`src/rtl/led_send_sched.sv`:
```
// led_send_sched: schedules 128-bit frames from two requesters onto a single
// LED_send channel. A round-robin arbiter accepts a frame in IDLE, then the
// block holds tx_enable high for EN_CYCLES clocks (LOAD) and waits TX_CYCLES
// clocks (WAIT) while LED_send shifts the frame out.
//
// Optional feature: define LED_SCHED_REFRESH_EN to re-send the last frame
// (grant_id = 2'b10) after REFRESH_CYCLES idle clocks with no pending request.
//
// Ports:
//   clk                    single clock
//   rstn                   asynchronous active-low reset
//   req0_valid, req1_valid requester N offers a frame
//   req0_data,  req1_data  frame from requester N
//   req0_ready, req1_ready frame from requester N accepted this cycle
//   tx_enable              LED_send enable
//   tx_data                LED_send data_in (last accepted frame)
//   busy                   high in LOAD and WAIT
//   grant_id               source of current/last frame: 00 req0, 01 req1, 10 refresh
module led_send_sched #(
  parameter int unsigned EN_CYCLES      = 15,
  parameter int unsigned TX_CYCLES      = 2100,
  parameter int unsigned REFRESH_CYCLES = 150000
) (
  input  logic         clk,
  input  logic         rstn,
  input  logic         req0_valid,
  input  logic         req1_valid,
  input  logic [127:0] req0_data,
  input  logic [127:0] req1_data,
  output logic         req0_ready,
  output logic         req1_ready,
  output logic         tx_enable,
  output logic [127:0] tx_data,
  output logic         busy,
  output logic [1:0]   grant_id
);

  if (EN_CYCLES < 1 || TX_CYCLES < 1 || REFRESH_CYCLES < 1) begin : g_param_check
    $error("led_send_sched: cycle parameters must be at least 1");
  end

  localparam int unsigned CNT_MAX = (EN_CYCLES > TX_CYCLES) ? EN_CYCLES : TX_CYCLES;
  localparam int unsigned CNT_W   = $clog2(CNT_MAX + 1);
  localparam logic [CNT_W-1:0] EN_LAST = CNT_W'(EN_CYCLES - 1);
  localparam logic [CNT_W-1:0] TX_LAST = CNT_W'(TX_CYCLES - 1);
  localparam logic [CNT_W-1:0] CNT_SAT = CNT_W'(CNT_MAX);

  typedef enum logic [1:0] {
    IDLE,
    LOAD,
    WAIT
  } state_t;

  state_t           state_q, state_d;
  logic [CNT_W-1:0] cnt_q, cnt_d;
  logic             rr_prio_q;     // 0: req0 preferred on a tie, 1: req1 preferred
  logic             sel1;          // arbiter picks req1
  logic             take_req;      // handshake this cycle
  logic             take_refresh;  // refresh re-send starts this cycle
  logic             refresh_hit;

  assign sel1 = req1_valid && (!req0_valid || rr_prio_q);

  // Ready is gated by rstn so both readys stay low while reset is held.
  assign req0_ready = rstn && (state_q == IDLE) && req0_valid && !sel1;
  assign req1_ready = rstn && (state_q == IDLE) && sel1;
  assign tx_enable  = (state_q == LOAD);
  assign busy       = (state_q != IDLE);

  always_comb begin
    state_d      = state_q;
    cnt_d        = cnt_q;
    take_req     = 1'b0;
    take_refresh = 1'b0;
    case (state_q)
      IDLE: begin
        cnt_d = '0;
        // A pending request always wins over a refresh reaching threshold.
        if (req0_valid || req1_valid) begin
          take_req = 1'b1;
          state_d  = LOAD;
        end else if (refresh_hit) begin
          take_refresh = 1'b1;
          state_d      = LOAD;
        end
      end
      LOAD: begin
        if (cnt_q == EN_LAST) begin
          state_d = WAIT;
          cnt_d   = '0;
        end else if (cnt_q != CNT_SAT) begin
          cnt_d = cnt_q + CNT_W'(1);
        end
      end
      WAIT: begin
        if (cnt_q == TX_LAST) begin
          state_d = IDLE;
          cnt_d   = '0;
        end else if (cnt_q != CNT_SAT) begin
          cnt_d = cnt_q + CNT_W'(1);
        end
      end
      default: begin
        state_d = IDLE;
        cnt_d   = '0;
      end
    endcase
  end

  always_ff @(posedge clk or negedge rstn) begin
    if (!rstn) begin
      state_q   <= IDLE;
      cnt_q     <= '0;
      rr_prio_q <= 1'b0;
      tx_data   <= '0;
      grant_id  <= 2'b00;
    end else begin
      state_q <= state_d;
      cnt_q   <= cnt_d;
      if (take_req) begin
        tx_data   <= sel1 ? req1_data : req0_data;
        grant_id  <= {1'b0, sel1};
        rr_prio_q <= !sel1;
      end else if (take_refresh) begin
        grant_id <= 2'b10;
      end
    end
  end

`ifdef LED_SCHED_REFRESH_EN
  localparam int unsigned IDLE_W = $clog2(REFRESH_CYCLES + 1);
  localparam logic [IDLE_W-1:0] IDLE_MAX = IDLE_W'(REFRESH_CYCLES);

  logic [IDLE_W-1:0] idle_cnt_q;
  logic              frame_valid_q;

  assign refresh_hit = frame_valid_q && (idle_cnt_q == IDLE_MAX);

  always_ff @(posedge clk or negedge rstn) begin
    if (!rstn) begin
      idle_cnt_q    <= '0;
      frame_valid_q <= 1'b0;
    end else begin
      if (take_req) begin
        frame_valid_q <= 1'b1;
      end
      if (state_q != IDLE || take_req || take_refresh) begin
        idle_cnt_q <= '0;
      end else if (idle_cnt_q != IDLE_MAX) begin
        idle_cnt_q <= idle_cnt_q + IDLE_W'(1);
      end
    end
  end
`else
  assign refresh_hit = 1'b0;
`endif

endmodule

```
`config.mk`:
```
export PLATFORM = sky130hd
export DESIGN_NAME = led_send_sched
export DESIGN_NICKNAME = d
export VERILOG_FILES = /design/src/rtl/led_send_sched.sv
export SDC_FILE = /design/constraint.sdc
export NUM_CORES = 1
export LEC_CHECK = 0
export CAP_MARGIN = 10
export CORE_AREA = 2 2 153 155
export CTS_BUF_LIST = sky130_fd_sc_hd__clkbuf_4 sky130_fd_sc_hd__clkbuf_8
export CTS_CLUSTER_DIAMETER = 150
export DETAILED_ROUTE_END_ITERATION = 12
export DIE_AREA = 0 0 155 157
export DONT_BUFFER_PORTS = 1
export GPL_TIMING_DRIVEN = 0
export SLEW_MARGIN = 10
export SYNTH_ARGS = -nofsm -noshare
export SYNTH_HDL_FRONTEND = slang
export SYNTH_SLANG_ARGS = --single-unit
```
`constraint.sdc`:
```
create_clock -name clk -period 6 [get_ports clk]
set_clock_uncertainty 0.1 [all_clocks]
set_input_delay 0.6 -clock clk [delete_from_list [all_inputs] [get_ports clk]]
set_output_delay 0.6 -clock clk [all_outputs]
set_load 0.01 [all_outputs]
```
Yosys cells after proc, flatten, opt, wreduce, memory -nomap -nowiden:

Cells that the tools add are included.
W data, S select, Z words.

* reduce and logical (&&, ||, !) cells: 12
* multiplexer cells: 12
* $add $sub $neg: 1
* equal/unequal tests: 8

Operators by type and width (count)
* $mux W128: 1
* $mux W12: 3
* $pmux W12 S2: 1
* $add A12 B1 Y12 const B: 1
* $eq A12 B12 Y1 const B: 1
* $eq A12 B4 Y1 const B: 1
* $ne A12 B12 Y1 const B: 1
* $mux W2: 4
* $pmux W2 S3: 1
* $logic_and A1 B1 Y1: 5
* $ne A2 B1 Y1 const B: 2
* $reduce_and A3 Y1: 1
* $eq A2 B1 Y1 const B: 1
* $eq A2 B2 Y1 const B: 1
* $logic_not A1 Y1: 2
* $logic_not A2 Y1: 1
* $logic_or A1 B1 Y1: 2
* $mux W1: 2
* $ne A2 B2 Y1 const B: 1
* $reduce_bool A2 Y1: 1

* register bits after elaboration: 145
* input bits: 260
* word-level logic and storage cells: 38
* output and inout bits: 134

Depth between registers and ports, before layout:

Gate-level depths: netlist of the first run.

* depth in word-level cells: 5
* mapped depth: 8
* depth with buffers taken out: 6

Worst setup path after synthesis of the first run:

Ideal clock, no wire load.

* path type: flip-flop to output port
* from: register state_q[0]
* to: output port req0_ready
* path buffers: 2
* arrival: 1664 ps
* data required time: 5300 ps
* stages on the path, launching flop included: 8
* path slack: 3636 ps
* cell sequence: dfrtp_1 inv_1 ha_1 nand2_1 a21oi_1 clkbuf_1 clkbuf_1 and2_1

* cells in the longest elaborated chain, start to end: 4

RTL lines
* start, declared: RTL line 54 `state_t state_q, state_d;`
* start signal, assigned: RTL line 118 `state_q <= state_d;`
* $logic_not A2 Y1: RTL line 65 `assign req0_ready = rstn && (state_q == IDLE) && req0_valid && !sel1;`
* $logic_and A1 B1 Y1 (3 in a row): RTL line 65
* end, declared: RTL line 30 `output logic req0_ready,`

No other way between the ends.

Worst setup path in the final report of the first run:

* from: register state_q[0]
* to: output port req1_ready

* cells in the longest elaborated chain, start to end: 3

RTL lines
* $logic_not A2 Y1: RTL line 66 `assign req1_ready = rstn && (state_q == IDLE) && sel1;`
* $logic_and A1 B1 Y1 (2 in a row): RTL line 66
* end, declared: RTL line 31 `output logic req1_ready,`

No other way between the ends.

==> flow_metrics.env, run 1 <==
export IMPL_fin_crit_sh=0.669
export IMPL_clkPwrFrac=0.206
export IMPL_antenna_left=0
export IMPL_slew_headroom=0.366
export IMPL_rsz0062_at_grt="no"
export IMPL_leakagePower_uw=0.00347
export IMPL_grt_pass1_vias=4681
export IMPL_ys_seq_elements=144
export IMPL_setup_tns_final_ns=0
export IMPL_dp_hpwl_um=15100
export IMPL_synthesis_area_mm2=0.00610
export IMPL_post_cts_setup_buffers=0
export IMPL_synth_warning_count=0
export IMPL_ys_types=34
export IMPL_fin_nets=816
export IMPL_hp_class="in2async"
export IMPL_grt_pass1_wl_um=28100
export IMPL_firstDrtPassIters=12
export IMPL_wl_um=20200
export IMPL_htree_levels=4
export IMPL_p_switching_uw=1680
export IMPL_core_area_mm2=0.0225
export IMPL_finalPower_uw=3980
export IMPL_multi_input_area_mm2=0.00181
export IMPL_combPwrFrac=0.293
export IMPL_worstPathRequired_ns=5.30
export IMPL_syn_to_final_growth_pct=13.3
export IMPL_rows=55
export IMPL_portBuffers=0
export IMPL_fmax_ghz=0.249
export IMPL_cts_tree="yes"
export IMPL_min_period_ns=4.02
export IMPL_p_seq_frac=0.501
export IMPL_clock_latency_ns=0.43
export IMPL_route_detailed_drc=0
export IMPL_synth_nets=796
export IMPL_synth_cells=530
export IMPL_clock_path_buffers=2
export IMPL_worst_setup_path_start_kind="flop"
export IMPL_drt_initial_drc_count=895
export IMPL_crit_arrival_ns=3.32
export IMPL_cts_sinks=144
export IMPL_ir_worst_vdd_mv=0.213
export IMPL_internal_power_uw=2300
export IMPL_slew_viol_final=0
export IMPL_ios=394
export IMPL_die_h_um=157
export IMPL_layout_common_cells="144 x dfrtp_1, 136 x inv_1, 128 x a222oi_1, 41 x clkbuf_1, 19 x clkbuf_8"
export IMPL_avgViaCountPerCell=5.65
export IMPL_seq_area_mm2=0.00360
export IMPL_cap_viol_max_count=0
export IMPL_start_util=0.271
export IMPL_gp_congestion=0.836
export IMPL_crit_type="reg2out"
export IMPL_grt_max_degree=145
export IMPL_cts_resized=0
export IMPL_yosysSeqAreaShare=0.591
export IMPL_end_kind="primary output"
export IMPL_layout_commonest_cell="dfrtp_1"
export IMPL_wl_per_cell_um=23.8
export IMPL_antenna_found_initial=2
export IMPL_clockRootBuffer="clkbuf_8"
export IMPL_power_density_mw_per_mm2=576
export IMPL_vias=4802
export IMPL_die_width_um=155
export IMPL_tightest_slew_ns=0.952
export IMPL_finalSetupViolCount=0
export IMPL_p_sw_frac=0.422
export IMPL_hold_viol_final=0
export IMPL_grt_overflow_total=0
export IMPL_numCtsBuffers=17
export IMPL_critPathMaxFanout=10
export IMPL_track_usage=0.157
export IMPL_postSynthAreaPerCell_um2=11.5
export IMPL_status="finished clean"
export IMPL_design_die_area_mm2=0.0243
export IMPL_clk_pin_slew_ns=0.08
export IMPL_drive_above_1_share=0.0641
export IMPL_fillers=2288
[final timing paths]
path / cells past startpoint / end / slack (ns) / startpoint
hold / removal: 1 / tx_data[114]$_DFFE_PN0P_ / 0.006 / rstn
setup / recovery: 7 / req1_ready / 1.98 / state_q[0]$_DFFE_PN0P_
setup reg to reg: 8 / tx_data[91]$_DFFE_PN0P_ / 2.90 / state_q[0]$_DFFE_PN0P_
max in group asynchronous: 1 / tx_data[8]$_DFFE_PN0P_ / 5.13 / rstn
hold reg to reg: 1 / rr_prio_q$_DFFE_PN0P_ / 0.43 / rr_prio_q$_DFFE_PN0P_
min in group clk: 2 / tx_data[72]$_DFFE_PN0P_ / 0.20 / req1_data[72]
[sequential cells by signal, indices dropped and copies added, names as in the netlist]
signal,count
cnt_q,12
grant_id,1
rr_prio_q,1
state_q,2
tx_data,128
[kinds of logic (layout without fill, tap and decap cells)]
| family | count (synthesis) | after routing | share of synthesized area |
|---|---|---|---|
| AOI/OAI and AO/OA | 142 | 142 | 0.225 |
| xor gates and xnor gates | 8 | 8 | 0.0115 |
| adders and majority gates | 6 | 6 | 0.0123 |
| buffers and inverters | 181 | 213 | 0.112 |
| DFF | 144 | 144 | 0.591 |
| muxes | 1 | 1 | 0.00246 |
| other | 1 | 4 | 0.000615 |
| and+or+nand+nor | 47 | 47 | 0.0447 |
[area by class of cell]
type	count	area share
multi-input combinational	205	0.262
timing repair buffer	1	0.00399
sequential	144	0.522
buffer	45	0.0252
inverter	136	0.0739
clock inverter	12	0.0225
clock buffer	19	0.0379
antenna	3	0.00109
tap	285	0.0516
[critical path, stage by stage, from the launching register on]
cell,delay [ns]
dfrtp_1,0.41
inv_1,0.09
ha_1,0.25
nand2_1,0.07
a21oi_1,0.51
clkbuf_1,0.71
clkbuf_1,0.58
and2_1,0.27
[power by group through the flow]
stage | clock [uW] | sequential (uW) | combinational, uW
2_1_floorplan | 0 | 1850 | 872
3_3_place_gp | 0 | 2010 | 1120
3_5_place_dp | 0 | 2000 | 1160
4_1_cts | 859 | 1990 | 1180
5_1_grt | 902 | 2030 | 1330
6_report | 821 | 1990 | 1160
[per-stage QoR]
stage	hold WS, ns	setup slack [ns]	utilization	area (um^2)	instances
2_1_floorplan	0.204	3.64	-	6100	530
3_3_place_gp	0.208	2.50	0.287	6450	815
3_5_place_dp	0.208	2.38	0.287	6450	815
4_1_cts	0.0525	1.89	0.307	6900	847
5_1_grt	0.0571	1.73	0.307	6900	849
6_report	0.00555	1.98	0.307	6910	850
[Yosys cell counts]
library cell	n	area, um^2
buf_4	1	7.51
buf_2	1	5.00
o41a_1	1	11.3
nand4_1	4	25.0
ha_1	6	75.1
nor2_1	8	30.0
o21ai_1	2	10.0
or4bb_1	1	11.3
and2_1	4	25.0
nand3_1	3	15.0
buf_1	2	7.51
o21ai_0	1	5.00
a222oi_1	128	1280
mux2_4	1	15.0
nor3_1	7	35.0
nand2_1	7	26.3
or4b_1	3	30.0
clkbuf_1	41	154
dfrtp_1	144	3600
nand4bb_1	1	11.3
nand3b_1	1	7.51
o31a_1	1	8.76
or3_1	1	6.26
xor2_1	3	26.3
conb_1	1	3.75
xnor2_1	5	43.8
nor4_1	3	18.8
or3_4	1	11.3
a21o_1	3	22.5
inv_1	136	510
and3_1	2	12.5
a21oi_1	5	25.0
nor3b_1	1	7.51
a211o_1	1	8.76
[metal layers]
layer  vias up  global-route usage  wire [um]
met5         -                   0          0
met2       349               0.258       9960
li1       2048                   -          -
met1      2372               0.193       7830
met3        33              0.0468       1870
met4         0              0.0639        560
[timing repair]
action | CTS | global route
endpoints found under the setup margin | 0 | 0
hold endpoints to repair | 144 | 0
hold buffers | 1 | 0
No activity file was read; power rests on OpenSTA's default activity.
==> inputs of run 2 (changes only) <==
Clock period 6 ns to 3.7 ns, I/O delays scaled along.
==> flow_metrics.env, run 2 <==
export IMPL_status="stopped before the end"
export IMPL_haltStage="clock tree synthesis"
export IMPL_error="[ERROR RSZ-0060] Max buffer count reached."
export IMPL_synthesis_area_mm2=0.00610
export IMPL_synth_cells=530
export IMPL_hold_buffers=170
export IMPL_htree_levels=4
export IMPL_synth_nets=796
export IMPL_ios=394
export IMPL_yosysMostFrequentCell="dfrtp_1"
export IMPL_synth_warning_count=0
export IMPL_synth_flop_cell="dfrtp_1"
export IMPL_yosysSeqAreaShare=0.591
export IMPL_gp_congestion=0.836
export IMPL_start_util=0.271
export IMPL_synth_async_sr_flop_share=1.00
export IMPL_die_h_um=157
export IMPL_ys_types=34
export IMPL_clock_path_buffers=2
export IMPL_clockRootBuffer="clkbuf_8"
export IMPL_cts_resized=2
export IMPL_dp_hpwl_um=15100
export IMPL_synth_edf_count=0
export IMPL_numCtsBuffers=17
export IMPL_cts_sinks=144
export IMPL_yosys_area_top_type="dfrtp_1"
export IMPL_ys_seq_elements=144
export IMPL_postSynthAreaPerCell_um2=11.5
export IMPL_portBuffers=0
export IMPL_synth_top_area_share=0.591
export IMPL_post_cts_setup_buffers=0
export IMPL_synth_common_cells="144 x dfrtp_1, 136 x inv_1, 128 x a222oi_1"
export IMPL_rows=55
export IMPL_yosys_top_cells_area="dfrtp_1 59%, a222oi_1 21%, inv_1 8.4%"
export IMPL_die_width_um=155
-- run 2: cell counts after synthesis --
Identical to the previous run, type by type.
-- run 2: kinds of logic after synthesis --
kind of cell,count (synthesis),synth area share
other,1,0.000615
AO/OA/AOI/OAI,142,0.225
buffers and inverters,181,0.112
multiplexers,1,0.00246
adder cells (fa/ha/maj),6,0.0123
AND/OR/NAND/NOR,47,0.0447
XOR/XNOR,8,0.0115
flip-flops,144,0.591
-- run 2: through the flow --
stage                     instance area, um^2  setup WS (ns)  cells  hold WS (ns)   util
after floorplan                          6100           1.57    530       -0.0256      -
after global placement                   6450          0.428    815       -0.0225  0.287
after detailed placement                 6450          0.314    815       -0.0217  0.287
==> inputs of run 3 (changes only) <==
Settings changed: CTS_BUF_LIST sky130_fd_sc_hd__clkbuf_4 sky130_fd_sc_hd__clkbuf_8 to default, CTS_CLUSTER_DIAMETER 150 to default, PLACE_DENSITY_LB_ADDON from default to 0.15.
==> flow_metrics.env, run 3 <==
export IMPL_synth_cells=530
export IMPL_dp_hpwl_um=15200
export IMPL_synthesis_area_mm2=0.00610
export IMPL_synth_flop_cell="dfrtp_1"
export IMPL_start_util=0.271
export IMPL_ios=394
export IMPL_synth_edf_count=0
export IMPL_postSynthAreaPerCell_um2=11.5
export IMPL_synth_nets=796
export IMPL_synth_top_area_share=0.591
export IMPL_status="stopped before the end"
export IMPL_clockRootBuffer="clkbuf_16"
export IMPL_yosysMostFrequentCell="dfrtp_1"
export IMPL_error="[ERROR RSZ-0060] Max buffer count reached."
export IMPL_gp_congestion=0.791
export IMPL_synth_common_cells="144 x dfrtp_1, 136 x inv_1, 128 x a222oi_1"
export IMPL_ys_seq_elements=144
export IMPL_htree_levels=4
export IMPL_die_width_um=155
export IMPL_synth_warning_count=0
export IMPL_die_h_um=157
export IMPL_clock_path_buffers=2
export IMPL_cts_resized=1
export IMPL_haltStage="clock tree synthesis"
export IMPL_portBuffers=0
export IMPL_cts_sinks=144
export IMPL_post_cts_setup_buffers=0
export IMPL_yosys_top_cells_area="dfrtp_1 59%, a222oi_1 21%, inv_1 8.4%"
export IMPL_hold_buffers=170
export IMPL_yosys_area_top_type="dfrtp_1"
export IMPL_yosysSeqAreaShare=0.591
export IMPL_rows=55
export IMPL_numCtsBuffers=17
export IMPL_synth_async_sr_flop_share=1.00
export IMPL_ys_types=34
run 3: logic make-up after synthesis:
family                     count (synthesis)  share of synthesized area
AOI/OAI and AO/OA                        142                      0.225
DFF                                      144                      0.591
buffers and inverters                    181                      0.112
other                                      1                   0.000615
muxes                                      1                    0.00246
xor gates and xnor gates                   8                     0.0115
adders and majority gates                  6                     0.0123
and+or+nand+nor                           47                     0.0447
run 3: metrics by stage:
step	setup slack, ns	hold slack, ns	instance area (um^2)	cells
after floorplan	1.57	-0.0256	6100	530
after detailed placement	0.386	-0.0201	6450	815
after global placement	0.453	-0.0198	6450	815
